`config.mk`:
```
export PLATFORM = sky130hd
export DESIGN_NAME = dpram_req_ctrl
export DESIGN_NICKNAME = d
export VERILOG_FILES = /design/src/rtl/dpram_req_ctrl_pkg.sv /design/src/rtl/dpram_rsp_fifo.sv /design/src/rtl/dpram_req_ctrl.sv
export SDC_FILE = /design/constraint.sdc
export NUM_CORES = 1
export LEC_CHECK = 0
export BUFFER_PORTS_ARGS = -buffer_cell sky130_fd_sc_hd__buf_2
export CAP_MARGIN = 20
export CORE_MARGIN = 2
export CORE_UTILIZATION = 50
export CTS_BUF_LIST = sky130_fd_sc_hd__clkbuf_4 sky130_fd_sc_hd__clkbuf_8
export CTS_CLUSTER_DIAMETER = 60
export DETAILED_ROUTE_END_ITERATION = 16
export GPL_ROUTABILITY_DRIVEN = 0
export PLACE_DENSITY = 0.79
export SYNTH_ARGS = -nofsm -noshare
export SYNTH_HDL_FRONTEND = slang
export SYNTH_SLANG_ARGS = --single-unit
```
`constraint.sdc`:
```
create_clock -name clk -period 5.1 [get_ports clk]
set_clock_uncertainty 0.2 [all_clocks]
set_input_delay 0.255 -clock clk [delete_from_list [all_inputs] [get_ports clk]]
set_output_delay 0.255 -clock clk [all_outputs]
set_load 0.005 [all_outputs]
```
`src/rtl/dpram_req_ctrl_pkg.sv`:
```
// Shared widths and helpers for the dual-port RAM request front-end.
package dpram_req_ctrl_pkg;

  localparam int unsigned MD_DEF = 16;
  localparam int unsigned DW_DEF = 32;
  localparam int unsigned FD_DEF = 3;

  // Index width for n entries; never narrower than one bit.
  function automatic int unsigned idxW(input int unsigned n);
    return (n <= 2) ? 1 : $clog2(n);
  endfunction

  // Counter width able to hold 0..n inclusive.
  function automatic int unsigned cntW(input int unsigned n);
    return $clog2(n + 1);
  endfunction

endpackage

```
`src/rtl/dpram_rsp_fifo.sv`:
```
// Register-based circular response buffer; occupancy exported for credit tracking.
module dpram_rsp_fifo
  import dpram_req_ctrl_pkg::*;
#(
  parameter int unsigned FD = FD_DEF,
  parameter int unsigned DW = DW_DEF
) (
  input  logic                  clk,
  input  logic                  rst_n,
  input  logic                  push,
  input  logic [DW-1:0]         pushData,
  input  logic                  pop,
  output logic                  vld,
  output logic [DW-1:0]         data,
  output logic [cntW(FD)-1:0]   occ
);

  localparam int unsigned PW = idxW(FD);
  localparam int unsigned CW = cntW(FD);

  logic [DW-1:0] mem [FD];
  logic [PW-1:0] wrPtr;
  logic [PW-1:0] rdPtr;
  logic [CW-1:0] cnt;
  logic          doPop;

  function automatic logic [PW-1:0] nextPtr(input logic [PW-1:0] ptr);
    return (ptr == PW'(FD - 1)) ? '0 : ptr + PW'(1);
  endfunction

  assign doPop = pop & (cnt != '0);
  assign vld   = (cnt != '0);
  assign data  = mem[rdPtr];
  assign occ   = cnt;

  always_ff @(posedge clk) begin
    if (push) mem[wrPtr] <= pushData;
  end

  always_ff @(posedge clk or negedge rst_n) begin
    if (!rst_n) begin
      wrPtr <= '0;
      rdPtr <= '0;
      cnt   <= '0;
    end else begin
      if (push)  wrPtr <= nextPtr(wrPtr);
      if (doPop) rdPtr <= nextPtr(rdPtr);
      case ({push, doPop})
        2'b10:   cnt <= cnt + CW'(1);
        2'b01:   cnt <= cnt - CW'(1);
        default: cnt <= cnt;
      endcase
    end
  end

  // Credit accounting upstream must make this unreachable.
  always_ff @(posedge clk) begin
    if (rst_n) begin
      assert (!(push && (cnt == CW'(FD))))
        else $error("dpram_rsp_fifo: push into full FIFO");
    end
  end

endmodule

```
`src/rtl/dpram_req_ctrl.sv`:
```
// Drives both RAM ports from two valid/ready request channels, returning
// read data through credit-protected response FIFOs.
module dpram_req_ctrl
  import dpram_req_ctrl_pkg::*;
#(
  parameter int unsigned MD = MD_DEF,
  parameter int unsigned DW = DW_DEF,
  parameter int unsigned FD = FD_DEF
) (
  input  logic                  clk,
  input  logic                  rst_n,
  input  logic                  reqVld0,
  input  logic                  reqVld1,
  output logic                  reqRdy0,
  output logic                  reqRdy1,
  input  logic                  reqWe0,
  input  logic                  reqWe1,
  input  logic [idxW(MD)-1:0]   reqAddr0,
  input  logic [idxW(MD)-1:0]   reqAddr1,
  input  logic [DW-1:0]         reqWData0,
  input  logic [DW-1:0]         reqWData1,
  output logic                  rspVld0,
  output logic                  rspVld1,
  input  logic                  rspRdy0,
  input  logic                  rspRdy1,
  output logic [DW-1:0]         rspData0,
  output logic [DW-1:0]         rspData1,
  output logic                  wEn0,
  output logic                  wEn1,
  output logic [idxW(MD)-1:0]   addr0,
  output logic [idxW(MD)-1:0]   addr1,
  output logic [DW-1:0]         wData0,
  output logic [DW-1:0]         wData1,
  input  logic [DW-1:0]         rData0,
  input  logic [DW-1:0]         rData1
);

  localparam int unsigned CW = cntW(FD);

  logic [CW-1:0] occ0;
  logic [CW-1:0] occ1;
  logic          pend0;
  logic          pend1;
  logic          baseRdy0;
  logic          baseRdy1;
  logic          stall1;
  logic          acc0;
  logic          acc1;

  // A slot is reserved for every queued response and the read still in the RAM.
  assign baseRdy0 = rst_n & ((32'(occ0) + 32'(pend0)) < FD);
  assign baseRdy1 = rst_n & ((32'(occ1) + 32'(pend1)) < FD);

  // Same-address double write: port 0 goes first, port 1 lands a cycle later.
  assign stall1 = reqVld0 & baseRdy0 & reqWe0 & reqVld1 & reqWe1 &
                  (reqAddr0 == reqAddr1);

  assign reqRdy0 = baseRdy0;
  assign reqRdy1 = baseRdy1 & ~stall1;
  assign acc0    = reqVld0 & reqRdy0;
  assign acc1    = reqVld1 & reqRdy1;

  assign addr0  = reqAddr0;
  assign addr1  = reqAddr1;
  assign wData0 = reqWData0;
  assign wData1 = reqWData1;
  assign wEn0   = acc0 & reqWe0;
  assign wEn1   = acc1 & reqWe1;

  always_ff @(posedge clk or negedge rst_n) begin
    if (!rst_n) begin
      pend0 <= 1'b0;
      pend1 <= 1'b0;
    end else begin
      pend0 <= acc0 & ~reqWe0;
      pend1 <= acc1 & ~reqWe1;
    end
  end

  dpram_rsp_fifo #(.FD(FD), .DW(DW)) u_fifo0 (
    .clk      (clk),
    .rst_n    (rst_n),
    .push     (pend0),
    .pushData (rData0),
    .pop      (rspRdy0),
    .vld      (rspVld0),
    .data     (rspData0),
    .occ      (occ0)
  );

  dpram_rsp_fifo #(.FD(FD), .DW(DW)) u_fifo1 (
    .clk      (clk),
    .rst_n    (rst_n),
    .push     (pend1),
    .pushData (rData1),
    .pop      (rspRdy1),
    .vld      (rspVld1),
    .data     (rspData1),
    .occ      (occ1)
  );

endmodule

```
==> results.ini <==
[die]
ios=286
die_area_sq_mm=0.0179
core_sq_mm=0.0165
die_y_um=134
fp.dieW_um=134
rows=47
initial_core_util=0.511

[detailed_routing]
postRouteAntennaNets=0
remaining_drc_errors=0
wirelength_um=17300
drtIter0Drc=304
routedWlPerCell_um=17.9
vias_per_cell=5.13
dr.pass1.iters=5
vias=4977

[clock_network]
h-tree-depth=2
cts_tree=yes
clkTransAtPathRegs_ps=60
cts_buffer_depth=3
post-cts-setup-buffer-count=0
numClockSinks=206
cts_buffers=34
insertion_delay_ps=510
cts-root-buf=clkbuf_8

[sta]
finalHoldViolations=0
holdWs_ps=277
slew_headroom=0.284
fin_crit_sh=0.538
min_period_ps=2740
tns_ps=0
rsz0062_at_grt=false
finalSetupViolations=0
worst_slew_pin_slew_ps=1070
fmax_mhz=365
maxSlewViolCount=0

[pwr]
ir_drop_uv=254
p_leak_nw=3.94
p_per_area_mw_per_mm2=468
finalPower_w=0.00482

[placement]
hpwl_um=10300
io_buffer_count=157

[setup_path]
setup.worst_path.end_class=output pin
crit_path_max_fanout=9
cp-start-kind=primary input
path_class=in2out
arrival_ps=2290
path_cells=dlygate4sd3_1, dlygate4sd3_1, buf_2, nand2b_4, a2111oi_4, a41oi_1, buf_2
crit_buf_inv=4
max_stage_delay_ps=540
cpMaxStageDelayCell=dlygate4sd3_1
cp_data_required_time_ps=4640
critPathTopFamily=buffers and inverters

[cells_and_area]
fillers=1220
area_growth_pct=22.1
multi_input_area_sq_mm=0.00166
finalNetCount=879
layout-drive-gt1-share=0.305
seq_area_sq_mm=0.00612
antenna_cells=0

[yosys]
syn_avg_cell_area_sq_um=15.3
ys_types=29
synth_compound_area_frac=0.0517
yosys.area_share.simple=0.0459
synth_top_family_by_area=buffers and inverters
synth_top_area_share=0.683
ys.warnings.count=0
synthMuxAreaShare=0.0759
synth_nets=702
yosys.area.top_type=edfxtp_1
ys_seq_elements=206
synth_area_leaders=edfxtp_1, mux2i_1, buf_4
yosysSeqAreaShare=0.724
synthCells=552
synth_xor_xnor_area_share=0.0104
synthAdderAreaFrac=0.00889
synth_area_sq_mm=0.00844

[run]
cap_violations=0

[global_routing]
grt_start_max_net_pins=68
antenna_found_initial=0
grt_pass1_vias=5329
grt.overflow.total=0
grt_pass1_wl_um=26900
grt_use_total=0.191

[worst_hold_path]
hp-class=in2reg

[outcome]
status=finished clean

[final timing paths]
kind	slack (ps)	from	depth (start not counted)	end
max	2360	rst_n	7	reqRdy1
min in group asynchronous	490	rst_n	3	pend1
min	280	rData0[22]	2	u_fifo0.mem[0][22]
min reg2reg	330	u_fifo1.occ[1]	1	u_fifo1.occ[1]
max in group asynchronous	3110	rst_n	4	u_fifo1.rdPtr[0]
max reg2reg	2840	u_fifo0.occ[0]	5	pend0
[report_power, final]
part / switching, W / total (W) / internal, W / leakage, nW
logic: 0.000537 / 0.00113 / 0.000588 / 1.68
registers: 0.000277 / 0.00227 / 0.00199 / 1.90
clock network: 0.000611 / 0.00143 / 0.000815 / 0.356
[Yosys cell counts]
| library cell | n |
|---|---|
| buf_6 | 6 |
| or2_2 | 2 |
| inv_1 | 3 |
| buf_4 | 74 |
| o21ai_1 | 58 |
| a2111oi_4 | 1 |
| nor2_1 | 4 |
| and3_1 | 1 |
| a41oi_1 | 1 |
| a211oi_1 | 1 |
| buf_2 | 8 |
| nor3b_1 | 4 |
| nand2b_4 | 1 |
| and3b_1 | 1 |
| nand3b_1 | 1 |
| a21oi_1 | 1 |
| inv_2 | 1 |
| nor3_1 | 5 |
| nand2b_1 | 1 |
| mux2i_1 | 64 |
| nand2_1 | 70 |
| a21o_1 | 7 |
| xnor2_1 | 4 |
| o21ai_0 | 9 |
| clkbuf_1 | 6 |
| dfrtp_1 | 14 |
| ha_1 | 6 |
| edfxtp_1 | 192 |
| xor2_1 | 6 |
[kinds of logic (layout without fill, tap and decap cells)]
family | count (synthesis) | count (layout)
mux | 64 | 64
flops | 206 | 206
simple gates | 90 | 90
fa+ha+maj | 6 | 6
xor+xnor | 10 | 10
buf+inv | 98 | 296
compound gates | 78 | 78
[metrics by stage]
stage                     area [sq um]  setup slack, ps  std cells   util
after floorplan                   8440             1570        552      -
final                            10300             2360        970  0.624
after detailed placement          8890             3000        839  0.538
after global routing             10300             2260        970  0.624
after CTS                        10300             2350        969  0.623
after global placement            8890             3040        839  0.538
[flip-flops by register name, indices dropped and copies added (netlist names)]
register / flops
u_fifo0.mem: 96
u_fifo0.wrPtr: 2
u_fifo1.rdPtr: 2
u_fifo0.occ: 2
pend1: 1
u_fifo1.mem: 96
pend0: 1
u_fifo0.rdPtr: 2
u_fifo1.occ: 2
u_fifo1.wrPtr: 2
[placed cells by master (no fill, tap or decap), types with 5 or more instances in the layout]
cell / synthesis / routed
a21o_1: 7 / 7
buf_2: 8 / 157
clkbuf_4: 0 / 8
clkbuf_8: 0 / 36
clkinv_1: 0 / 5
dfrtp_1: 14 / 10
dlygate4sd3_1: 0 / 73
edfxtp_1: 192 / 192
ha_1: 6 / 6
mux2i_1: 64 / 64
nand2_1: 70 / 70
o21ai_0: 9 / 9
o21ai_1: 58 / 58
xor2_1: 6 / 6
[metal layers]
metal,vias up,part of all wire,track usage
met5,-,0,0
met4,0,0.017,0.0638
met3,37,0.079,0.0578
met2,207,0.52,0.348
met1,2429,0.38,0.212
li1,2304,-,-
[repair_timing]
item | CTS | global route
hold buffers | 73 | 0
setup endpoints to repair | 0 | 0
endpoints found under the hold margin | 211 | 0
resized for setup | 0 | 0
[area by class of cell]
| type | instances | share of cell area |
|---|---|---|
| Clock inverter | 13 | 0.0113 |
| Sequential cell | 206 | 0.594 |
| Clock buffer | 44 | 0.0539 |
| Tap cell | 220 | 0.0267 |
| Timing Repair Buffer | 235 | 0.152 |
| Multi-Input combinational cell | 248 | 0.161 |
| Inverter | 4 | 0.00146 |
No activity file was read; power rests on OpenSTA's default activity.
